$ cat src/rtl/pc_pkg.sv
// Shared constants and next-PC source selection for the fetch PC unit.
package pc_pkg;

    localparam logic [31:0] RESET_PC_DEF = 32'h0000_3000;
    localparam int unsigned BR_OFF_W     = 16;
    localparam int unsigned J_IDX_W      = 26;
    localparam int unsigned J_HI_LSB     = 28;

    typedef enum logic [2:0] {
        SEL_SEQ,
        SEL_BR,
        SEL_J,
        SEL_JR,
        SEL_REDIR
    } npc_sel_e;

endpackage

$ cat src/rtl/npc_unit_if.sv
// Control/result bundle between fetch-decode control (master) and npc_unit (slave).
interface npc_unit_if #(
    parameter int unsigned WIDTH = 32
);
    import pc_pkg::*;

    logic                  stall;
    logic                  redirect_valid;
    logic [WIDTH-1:0]      redirect_pc;
    logic                  br_valid;
    logic                  br_taken;
    logic [BR_OFF_W-1:0]   br_off16;
    logic                  j_valid;
    logic                  j_link;
    logic [J_IDX_W-1:0]    j_idx26;
    logic                  jr_valid;
    logic                  jr_is_ret;
    logic [WIDTH-1:0]      jr_target;

    logic [WIDTH-1:0]      pc;
    logic [WIDTH-1:0]      pc4;
    logic [WIDTH-1:0]      npc;
    logic [WIDTH-1:0]      ras_top;
    logic                  ras_empty;
    logic                  ras_mispredict;
    logic                  jr_misalign;

    modport master (
        output stall, redirect_valid, redirect_pc, br_valid, br_taken, br_off16,
               j_valid, j_link, j_idx26, jr_valid, jr_is_ret, jr_target,
        input  pc, pc4, npc, ras_top, ras_empty, ras_mispredict, jr_misalign
    );

    modport slave (
        input  stall, redirect_valid, redirect_pc, br_valid, br_taken, br_off16,
               j_valid, j_link, j_idx26, jr_valid, jr_is_ret, jr_target,
        output pc, pc4, npc, ras_top, ras_empty, ras_mispredict, jr_misalign
    );

endinterface

$ cat src/rtl/npc_unit_ras_stack.sv
// Return-address stack: circular write pointer with a saturating entry count,
// so a push while full silently overwrites the oldest entry.
module ras_stack #(
    parameter int unsigned WIDTH = 32,
    parameter int unsigned DEPTH = 4
) (
    input  logic             clk,
    input  logic             reset,
    input  logic             push,
    input  logic             pop,
    input  logic [WIDTH-1:0] din,
    output logic [WIDTH-1:0] top,
    output logic             empty,
    output logic             full
);

    localparam int unsigned PW = $clog2(DEPTH);
    localparam int unsigned CW = PW + 1;

    logic [WIDTH-1:0] mem_q [DEPTH];
    logic [WIDTH-1:0] mem_d [DEPTH];
    logic [PW-1:0]    wptr_q, wptr_d;
    logic [CW-1:0]    cnt_q, cnt_d;

    assign empty = (cnt_q == '0);
    assign full  = (cnt_q == CW'(DEPTH));
    assign top   = empty ? '0 : mem_q[wptr_q - PW'(1)];

    // wptr always names the slot after the top, which is also the oldest slot when full
    always_comb begin
        mem_d  = mem_q;
        wptr_d = wptr_q;
        cnt_d  = cnt_q;
        if (push) begin
            mem_d[wptr_q] = din;
            wptr_d        = wptr_q + PW'(1);
            if (!full) begin
                cnt_d = cnt_q + CW'(1);
            end
        end else if (pop && !empty) begin
            wptr_d = wptr_q - PW'(1);
            cnt_d  = cnt_q - CW'(1);
        end
    end

    always_ff @(posedge clk or negedge reset) begin
        if (!reset) begin
            for (int unsigned i = 0; i < DEPTH; i++) begin
                mem_q[i] <= '0;
            end
            wptr_q <= '0;
            cnt_q  <= '0;
        end else begin
            mem_q  <= mem_d;
            wptr_q <= wptr_d;
            cnt_q  <= cnt_d;
        end
    end

endmodule

$ cat src/rtl/npc_unit.sv
// Fetch PC register with prioritised next-PC selection and a return-address
// stack that predicts jr returns and flags mispredictions.
module npc_unit
    import pc_pkg::*;
#(
    parameter int unsigned      WIDTH     = 32,
    parameter logic [WIDTH-1:0] RESET_PC  = WIDTH'(RESET_PC_DEF),
    parameter int unsigned      RAS_DEPTH = 4
) (
    input  logic       clk,
    input  logic       reset,
    npc_unit_if.slave  bus
);

    logic [WIDTH-1:0] pc_q, pc_d;
    logic             mis_q, mis_d;
    logic [WIDTH-1:0] pc4;
    logic [WIDTH-1:0] br_tgt, j_tgt, jr_tgt;
    logic [WIDTH-1:0] npc;
    npc_sel_e         sel;
    logic             commit, ras_push, ras_pop;
    logic [WIDTH-1:0] ras_top;
    logic             ras_empty;
    logic             unused_ras_full;

    assign pc4    = pc_q + WIDTH'(4);
    assign br_tgt = pc4 + {{(WIDTH-BR_OFF_W-2){bus.br_off16[BR_OFF_W-1]}}, bus.br_off16, 2'b00};
    assign j_tgt  = {pc4[WIDTH-1:J_HI_LSB], bus.j_idx26, 2'b00};
    assign jr_tgt = {bus.jr_target[WIDTH-1:2], 2'b00};

    always_comb begin
        sel = SEL_SEQ;
        if (bus.redirect_valid)                  sel = SEL_REDIR;
        else if (bus.jr_valid)                   sel = SEL_JR;
        else if (bus.j_valid)                    sel = SEL_J;
        else if (bus.br_valid && bus.br_taken)   sel = SEL_BR;
    end

    always_comb begin
        npc = pc4;
        case (sel)
            SEL_REDIR: npc = bus.redirect_pc;
            SEL_JR:    npc = jr_tgt;
            SEL_J:     npc = j_tgt;
            SEL_BR:    npc = br_tgt;
            default:   npc = pc4;
        endcase
    end

    // Only the winning, committed instruction may touch the RAS
    assign commit   = !bus.stall && !bus.redirect_valid;
    assign ras_push = commit && (sel == SEL_J)  && bus.j_link;
    assign ras_pop  = commit && (sel == SEL_JR) && bus.jr_is_ret;

    always_comb begin
        pc_d = pc_q;
        if (bus.redirect_valid) begin
            pc_d = bus.redirect_pc;
        end else if (!bus.stall) begin
            pc_d = npc;
        end
        mis_d = ras_pop && (ras_empty || (ras_top != jr_tgt));
    end

    always_ff @(posedge clk or negedge reset) begin
        if (!reset) begin
            pc_q  <= RESET_PC;
            mis_q <= 1'b0;
        end else begin
            pc_q  <= pc_d;
            mis_q <= mis_d;
        end
    end

    ras_stack #(
        .WIDTH (WIDTH),
        .DEPTH (RAS_DEPTH)
    ) u_ras (
        .clk   (clk),
        .reset (reset),
        .push  (ras_push),
        .pop   (ras_pop),
        .din   (pc4),
        .top   (ras_top),
        .empty (ras_empty),
        .full  (unused_ras_full)
    );

    assign bus.pc             = pc_q;
    assign bus.pc4            = pc4;
    assign bus.npc            = npc;
    assign bus.ras_top        = ras_top;
    assign bus.ras_empty      = ras_empty;
    assign bus.ras_mispredict = mis_q;
    assign bus.jr_misalign    = bus.jr_valid && (bus.jr_target[1:0] != 2'b00);

endmodule
$ cat src/flat_wrapper.sv
// flat-port wrapper written by rule: the top's interface ports become plain ports
module npc_unit_flat import pc_pkg::*;
#(
    parameter int unsigned      WIDTH     = 32,
    parameter logic [WIDTH-1:0] RESET_PC  = WIDTH'(RESET_PC_DEF),
    parameter int unsigned      RAS_DEPTH = 4
)
  (clk, reset, bus_stall, bus_redirect_valid, bus_redirect_pc, bus_br_valid, bus_br_taken, bus_br_off16, bus_j_valid, bus_j_link, bus_j_idx26, bus_jr_valid, bus_jr_is_ret, bus_jr_target, bus_pc, bus_pc4, bus_npc, bus_ras_top, bus_ras_empty, bus_ras_mispredict, bus_jr_misalign);
  npc_unit_if #(.WIDTH(WIDTH)) bus_i ();
  input  logic clk;
  input  logic reset;
  input wire logic [$bits(bus_i.stall)-1:0] bus_stall;
  input wire logic [$bits(bus_i.redirect_valid)-1:0] bus_redirect_valid;
  input wire logic [$bits(bus_i.redirect_pc)-1:0] bus_redirect_pc;
  input wire logic [$bits(bus_i.br_valid)-1:0] bus_br_valid;
  input wire logic [$bits(bus_i.br_taken)-1:0] bus_br_taken;
  input wire logic [$bits(bus_i.br_off16)-1:0] bus_br_off16;
  input wire logic [$bits(bus_i.j_valid)-1:0] bus_j_valid;
  input wire logic [$bits(bus_i.j_link)-1:0] bus_j_link;
  input wire logic [$bits(bus_i.j_idx26)-1:0] bus_j_idx26;
  input wire logic [$bits(bus_i.jr_valid)-1:0] bus_jr_valid;
  input wire logic [$bits(bus_i.jr_is_ret)-1:0] bus_jr_is_ret;
  input wire logic [$bits(bus_i.jr_target)-1:0] bus_jr_target;
  output wire logic [$bits(bus_i.pc)-1:0] bus_pc;
  output wire logic [$bits(bus_i.pc4)-1:0] bus_pc4;
  output wire logic [$bits(bus_i.npc)-1:0] bus_npc;
  output wire logic [$bits(bus_i.ras_top)-1:0] bus_ras_top;
  output wire logic [$bits(bus_i.ras_empty)-1:0] bus_ras_empty;
  output wire logic [$bits(bus_i.ras_mispredict)-1:0] bus_ras_mispredict;
  output wire logic [$bits(bus_i.jr_misalign)-1:0] bus_jr_misalign;
  assign bus_i.stall = bus_stall;
  assign bus_i.redirect_valid = bus_redirect_valid;
  assign bus_i.redirect_pc = bus_redirect_pc;
  assign bus_i.br_valid = bus_br_valid;
  assign bus_i.br_taken = bus_br_taken;
  assign bus_i.br_off16 = bus_br_off16;
  assign bus_i.j_valid = bus_j_valid;
  assign bus_i.j_link = bus_j_link;
  assign bus_i.j_idx26 = bus_j_idx26;
  assign bus_i.jr_valid = bus_jr_valid;
  assign bus_i.jr_is_ret = bus_jr_is_ret;
  assign bus_i.jr_target = bus_jr_target;
  assign bus_pc = bus_i.pc;
  assign bus_pc4 = bus_i.pc4;
  assign bus_npc = bus_i.npc;
  assign bus_ras_top = bus_i.ras_top;
  assign bus_ras_empty = bus_i.ras_empty;
  assign bus_ras_mispredict = bus_i.ras_mispredict;
  assign bus_jr_misalign = bus_i.jr_misalign;
  npc_unit #(.WIDTH(WIDTH), .RESET_PC(RESET_PC), .RAS_DEPTH(RAS_DEPTH)) u_core (.clk(clk), .reset(reset), .bus(bus_i));
endmodule
$ cat config.mk
export PLATFORM = sky130hd
export DESIGN_NAME = npc_unit_flat
export DESIGN_NICKNAME = d
export VERILOG_FILES = /design/src/rtl/pc_pkg.sv /design/src/rtl/npc_unit_if.sv /design/src/rtl/npc_unit_ras_stack.sv /design/src/rtl/npc_unit.sv /design/src/flat_wrapper.sv
export SDC_FILE = /design/constraint.sdc
export NUM_CORES = 1
export LEC_CHECK = 0
export ABC_AREA = 0
export CAP_MARGIN = 20
export CORE_MARGIN = 2
export CORE_UTILIZATION = 40
export CTS_CLUSTER_DIAMETER = 40
export DETAILED_ROUTE_END_ITERATION = 8
export PLACE_DENSITY = 0.62
export SYNTH_ARGS = -nofsm -noshare
export SYNTH_HDL_FRONTEND = slang
export SYNTH_SLANG_ARGS = --single-unit
export TNS_END_PERCENT = 20
$ cat constraint.sdc
create_clock -name clk -period 5.4 [get_ports clk]
set_clock_uncertainty 0.05 [all_clocks]
set_input_delay 0.81 -clock clk [delete_from_list [all_inputs] [get_ports clk]]
set_output_delay 0.81 -clock clk [all_outputs]
set_load 0.05 [all_outputs]
==> results.json <==
{
  "synthAdderAreaFrac": 0.0478,
  "syn-cell-area_um2": 10800,
  "path_delay_family": "simple AND/OR/NAND/NOR gates",
  "tightestPinTransition_ns": 0.915,
  "timing.setup.tns_ns": -0.0837,
  "crit_path_max_incr_delay_ns": 0.57,
  "via_per_instance_ratio": 5.73,
  "placement.io_buffers": 246,
  "worst-path-buf-inv": 2,
  "failed_checks": "setup timing",
  "post_dp_cell_area_um2": 14200,
  "hold_vio_cnt_final": 0,
  "post_layout_nonfiller_instances": 1840,
  "cts-buffers-inserted": 17,
  "yosys-mux-area-fraction": 0.0901,
  "synth_edf_count": 0,
  "rsz_0062_raised_after_global_routing": "yes",
  "nNetsFinal": 1642,
  "drt-total-wl_mm": 42.9,
  "hold_slack_ns": 0.384,
  "final.setup.worst_slack_ns": -0.0837,
  "timing.reg2reg.setup_slack_ns": 0.96,
  "cp-start-kind": "flop",
  "critical_path_class": "flop to output port",
  "hpwlAfterDp_mm": 32.6,
  "cts.reportedPaths.clkPinSlew_ns": 0.08,
  "pwr_density_cell_nw_per_um2": 452,
  "critical_path.reg2reg.startpoint": "u_core.bus.pc[13]",
  "floorplan.die.height_um": 168,
  "cts_root_buffer": "sky130_fd_sc_hd__clkbuf_16",
  "hp-class": "primary input to async pin",
  "critical_path.endpoint_type": "output port",
  "globalRoute.totalOverflow": 0,
  "finish.instance_area_um2": 15100,
  "final_antenna_net_count": 0,
  "cpMaxStageDelayCell": "sky130_fd_sc_hd__dfstp_2",
  "flow.area_growth_from_synthesis_pct": 40.2,
  "number_of_placement_rows": 60,
  "coreArea_um2": 26700,
  "syn_nets": 1356,
  "synthDistinctLibCells": 76,
  "grt_start_max_net_pins": 95,
  "simple_gate_fraction_of_synth_area": 0.175,
  "grt.total_usage": 0.305,
  "synth-compound-area-share": 0.192,
  "die-width_um": 168,
  "synth_top_family_by_area": "compound AO/OA/AOI/OAI gates",
  "cts_tree": "done",
  "maxSlewHeadroom": 0.390,
  "cp_cell_sequence": "nand3_4 -> nor2_4 -> nand4_4 -> or3_4 -> nor3_4 -> nand3_2 -> xor2_2 -> inv_2 -> ha_1 -> nand4_1 -> or3_4 -> or3_1 -> nor3_2 -> o32ai_1 -> xnor2_1 -> a31oi_1 -> nor2_2 -> nor2_4 -> buf_8",
  "cap_viol_max_count": 0,
  "die_area_um2": 28300,
  "cts_sinks": 166,
  "r2r_end": "u_core.bus.pc[31]",
  "floorplan.io_pins": 247,
  "grt_antenna_before_repair": 0,
  "grt_pass1_wl_mm": 64.5,
  "worst-endpoint-arrival_ns": 4.62,
  "synth.yosys.seq_area_share": 0.385,
  "clock_latency_ns": 0.44,
  "yosys-top-cells-count": "177 x sky130_fd_sc_hd__nand2_1, 164 x sky130_fd_sc_hd__dfrtp_1, 155 x sky130_fd_sc_hd__o21ai_0",
  "drive_gt1_frac": 0.173,
  "critPathRequiredTime_ns": 4.54,
  "yosysMostFrequentCell": "sky130_fd_sc_hd__nand2_1",
  "min_period_ns": 5.48,
  "gp_routability_congestion": 0.956,
  "number_of_global_route_vias_before_repair": 10395,
  "max_frequency_ghz": 0.182,
  "final_worst_path_cycle_share": 1.02,
  "detailroute.via_count": 10544,
  "final-setup-viol-count": 1,
  "multi_input_area_um2": 6430,
  "p_leak_nw": 6.50,
  "fillCellCount": 2446,
  "ff2ff_path_depth": 19,
  "post-synth-top-area-cell": "sky130_fd_sc_hd__dfrtp_1",
  "drt_drc": 0,
  "post_synth_main_area_contributors": "sky130_fd_sc_hd__dfrtp_1 38%, sky130_fd_sc_hd__o21ai_0 7.2%, sky130_fd_sc_hd__mux4_2 6.7%",
  "place.detailed.instances": 1789,
  "drt_pass1_iterations": 5,
  "synth-warning-count": 0,
  "diodes": 0,
  "clock_path_buffers": 2,
  "ir_worst_vdd_uv": 223,
  "layout.core_utilization": 0.566,
  "synthDominantCellAreaShare": 0.381,
  "yosys_most_used_dff": "sky130_fd_sc_hd__dfrtp_1",
  "critPathMaxFanout": 4,
  "drt_iter0_markers": 916,
  "syn_inst": 1200,
  "async_reset_ff_frac": 1.00,
  "initial_core_util": 0.404,
  "sequential_cell_area_um2": 4160,
  "syn-mean-instance-area_um2": 8.99,
  "drt-wirelength-per-cell_um": 23.3,
  "synth-xor-area-share": 0.0689,
  "htreeDepth": 4,
  "total_of_flip_flops_plus_latches_after_synthesis": 166,
  "run_status": "finished, violations left",
  "slew_violations": 0,
  "holdBufCountCts": 0
}
-- stage by stage --
stage | worst slack, ns | power [W]
finish | -0.0837 | 0.00684
global route | -0.261 | 0.00718
CTS | -0.00186 | 0.00683
detailed placement | 0.108 | 0.00552
global placement | 0.124 | 0.00546
floorplan | -0.158 | 0.00418
-- worst reg2reg max path: cells and delay by family (launching register included) --
kind                     cells  cell delay, ns
flip-flops                   1            0.57
XOR/XNOR                     2            0.47
AND/OR/NAND/NOR             11            2.30
AO/OA/AOI/OAI                3            0.43
buffers and inverters        2            0.23
adder cells (fa/ha/maj)      1            0.30
-- logic make-up after synthesis --
logic type,Yosys count
mux,56
simple gates,405
fa+ha+maj,40
buf+inv,113
flops,166
compound gates,336
xor+xnor,84
-- routing by layer --
| metal | part of all wire | global-route usage | wire, um |
|---|---|---|---|
| met1 | 0.44 | 0.437 | 19100 |
| met2 | 0.46 | 0.478 | 19600 |
| met3 | 0.076 | 0.0597 | 3270 |
| met4 | 0.022 | 0.0708 | 932 |
| met5 | 0 | 0 | 0 |
-- flip-flops by register name (all words and copies together) (netlist names) --
signal                     cells
u_core.bus.pc                 32
u_core.bus.ras_mispredict      1
u_core.u_ras.cnt_q             3
u_core.u_ras.mem_q           128
u_core.u_ras.wptr_q            2
-- power breakdown --
part | switching, W | internal [W] | total (W)
clock | 0.000604 | 0.000668 | 0.00127
combinational | 0.00222 | 0.00148 | 0.00371
sequential | 0.000244 | 0.00161 | 0.00186
-- how the worst max path moves through the flow --
stage                           start           to  slack (ns)  cells past startpoint
detailed placement  u_core.bus.pc[12]  bus_npc[31]        0.11                     19
CTS                 u_core.bus.pc[13]  bus_npc[31]      -0.002                     19
global placement     u_core.bus.pc[7]  bus_npc[30]        0.12                     18
floorplan            u_core.bus.pc[3]  bus_npc[24]       -0.16                     17
finish              u_core.bus.pc[13]  bus_npc[31]       -0.08                     19
global route        u_core.bus.pc[12]  bus_npc[31]       -0.26                     19
-- final cells by class --
cell class,instances,share of cell area
clock buffers,17,0.0281
clock inverters,15,0.0122
inverters,40,0.0100
multi-input cells,921,0.425
flip-flops and latches,166,0.275
well taps,341,0.0282
repair buffers,340,0.221
-- timing repair --
| action | CTS | global route |
|---|---|---|
| setup endpoints to repair | 6 | 12 |
| pin swaps | 9 | 13 |
| resized for setup | 22 | 18 |
| setup buffers | 14 | 5 |
-- cell usage in the layout, fill, tap and decap left out, types with 5 or more instances in the layout --
cell,Yosys,final
sky130_fd_sc_hd__clkdlybuf4s50_1,0,211
sky130_fd_sc_hd__nand2_1,177,177
sky130_fd_sc_hd__dfrtp_1,164,161
sky130_fd_sc_hd__o21ai_0,155,155
sky130_fd_sc_hd__buf_4,2,105
sky130_fd_sc_hd__nor2_1,83,77
sky130_fd_sc_hd__xnor2_1,60,58
sky130_fd_sc_hd__a21oi_1,60,57
sky130_fd_sc_hd__inv_1,38,38
sky130_fd_sc_hd__nor2b_1,39,38
sky130_fd_sc_hd__mux4_2,32,32
sky130_fd_sc_hd__ha_1,38,32
sky130_fd_sc_hd__nand3_1,26,23
sky130_fd_sc_hd__xor2_1,23,21
sky130_fd_sc_hd__buf_12,0,19
sky130_fd_sc_hd__clkbuf_16,0,17
sky130_fd_sc_hd__nand4_1,15,15
sky130_fd_sc_hd__mux2i_1,15,15
sky130_fd_sc_hd__a21o_1,13,13
sky130_fd_sc_hd__a221o_1,13,13
sky130_fd_sc_hd__a22oi_1,11,11
sky130_fd_sc_hd__and3_1,10,10
sky130_fd_sc_hd__nor3_1,14,10
sky130_fd_sc_hd__a221oi_1,10,10
sky130_fd_sc_hd__a31oi_1,9,9
sky130_fd_sc_hd__o21a_1,8,8
sky130_fd_sc_hd__mux2_2,8,8
sky130_fd_sc_hd__nand2b_1,8,7
sky130_fd_sc_hd__o221ai_1,7,6
sky130_fd_sc_hd__and2_1,5,5
sky130_fd_sc_hd__a211oi_1,5,5
sky130_fd_sc_hd__inv_8,0,5
(Power assumes the default switching activity.)
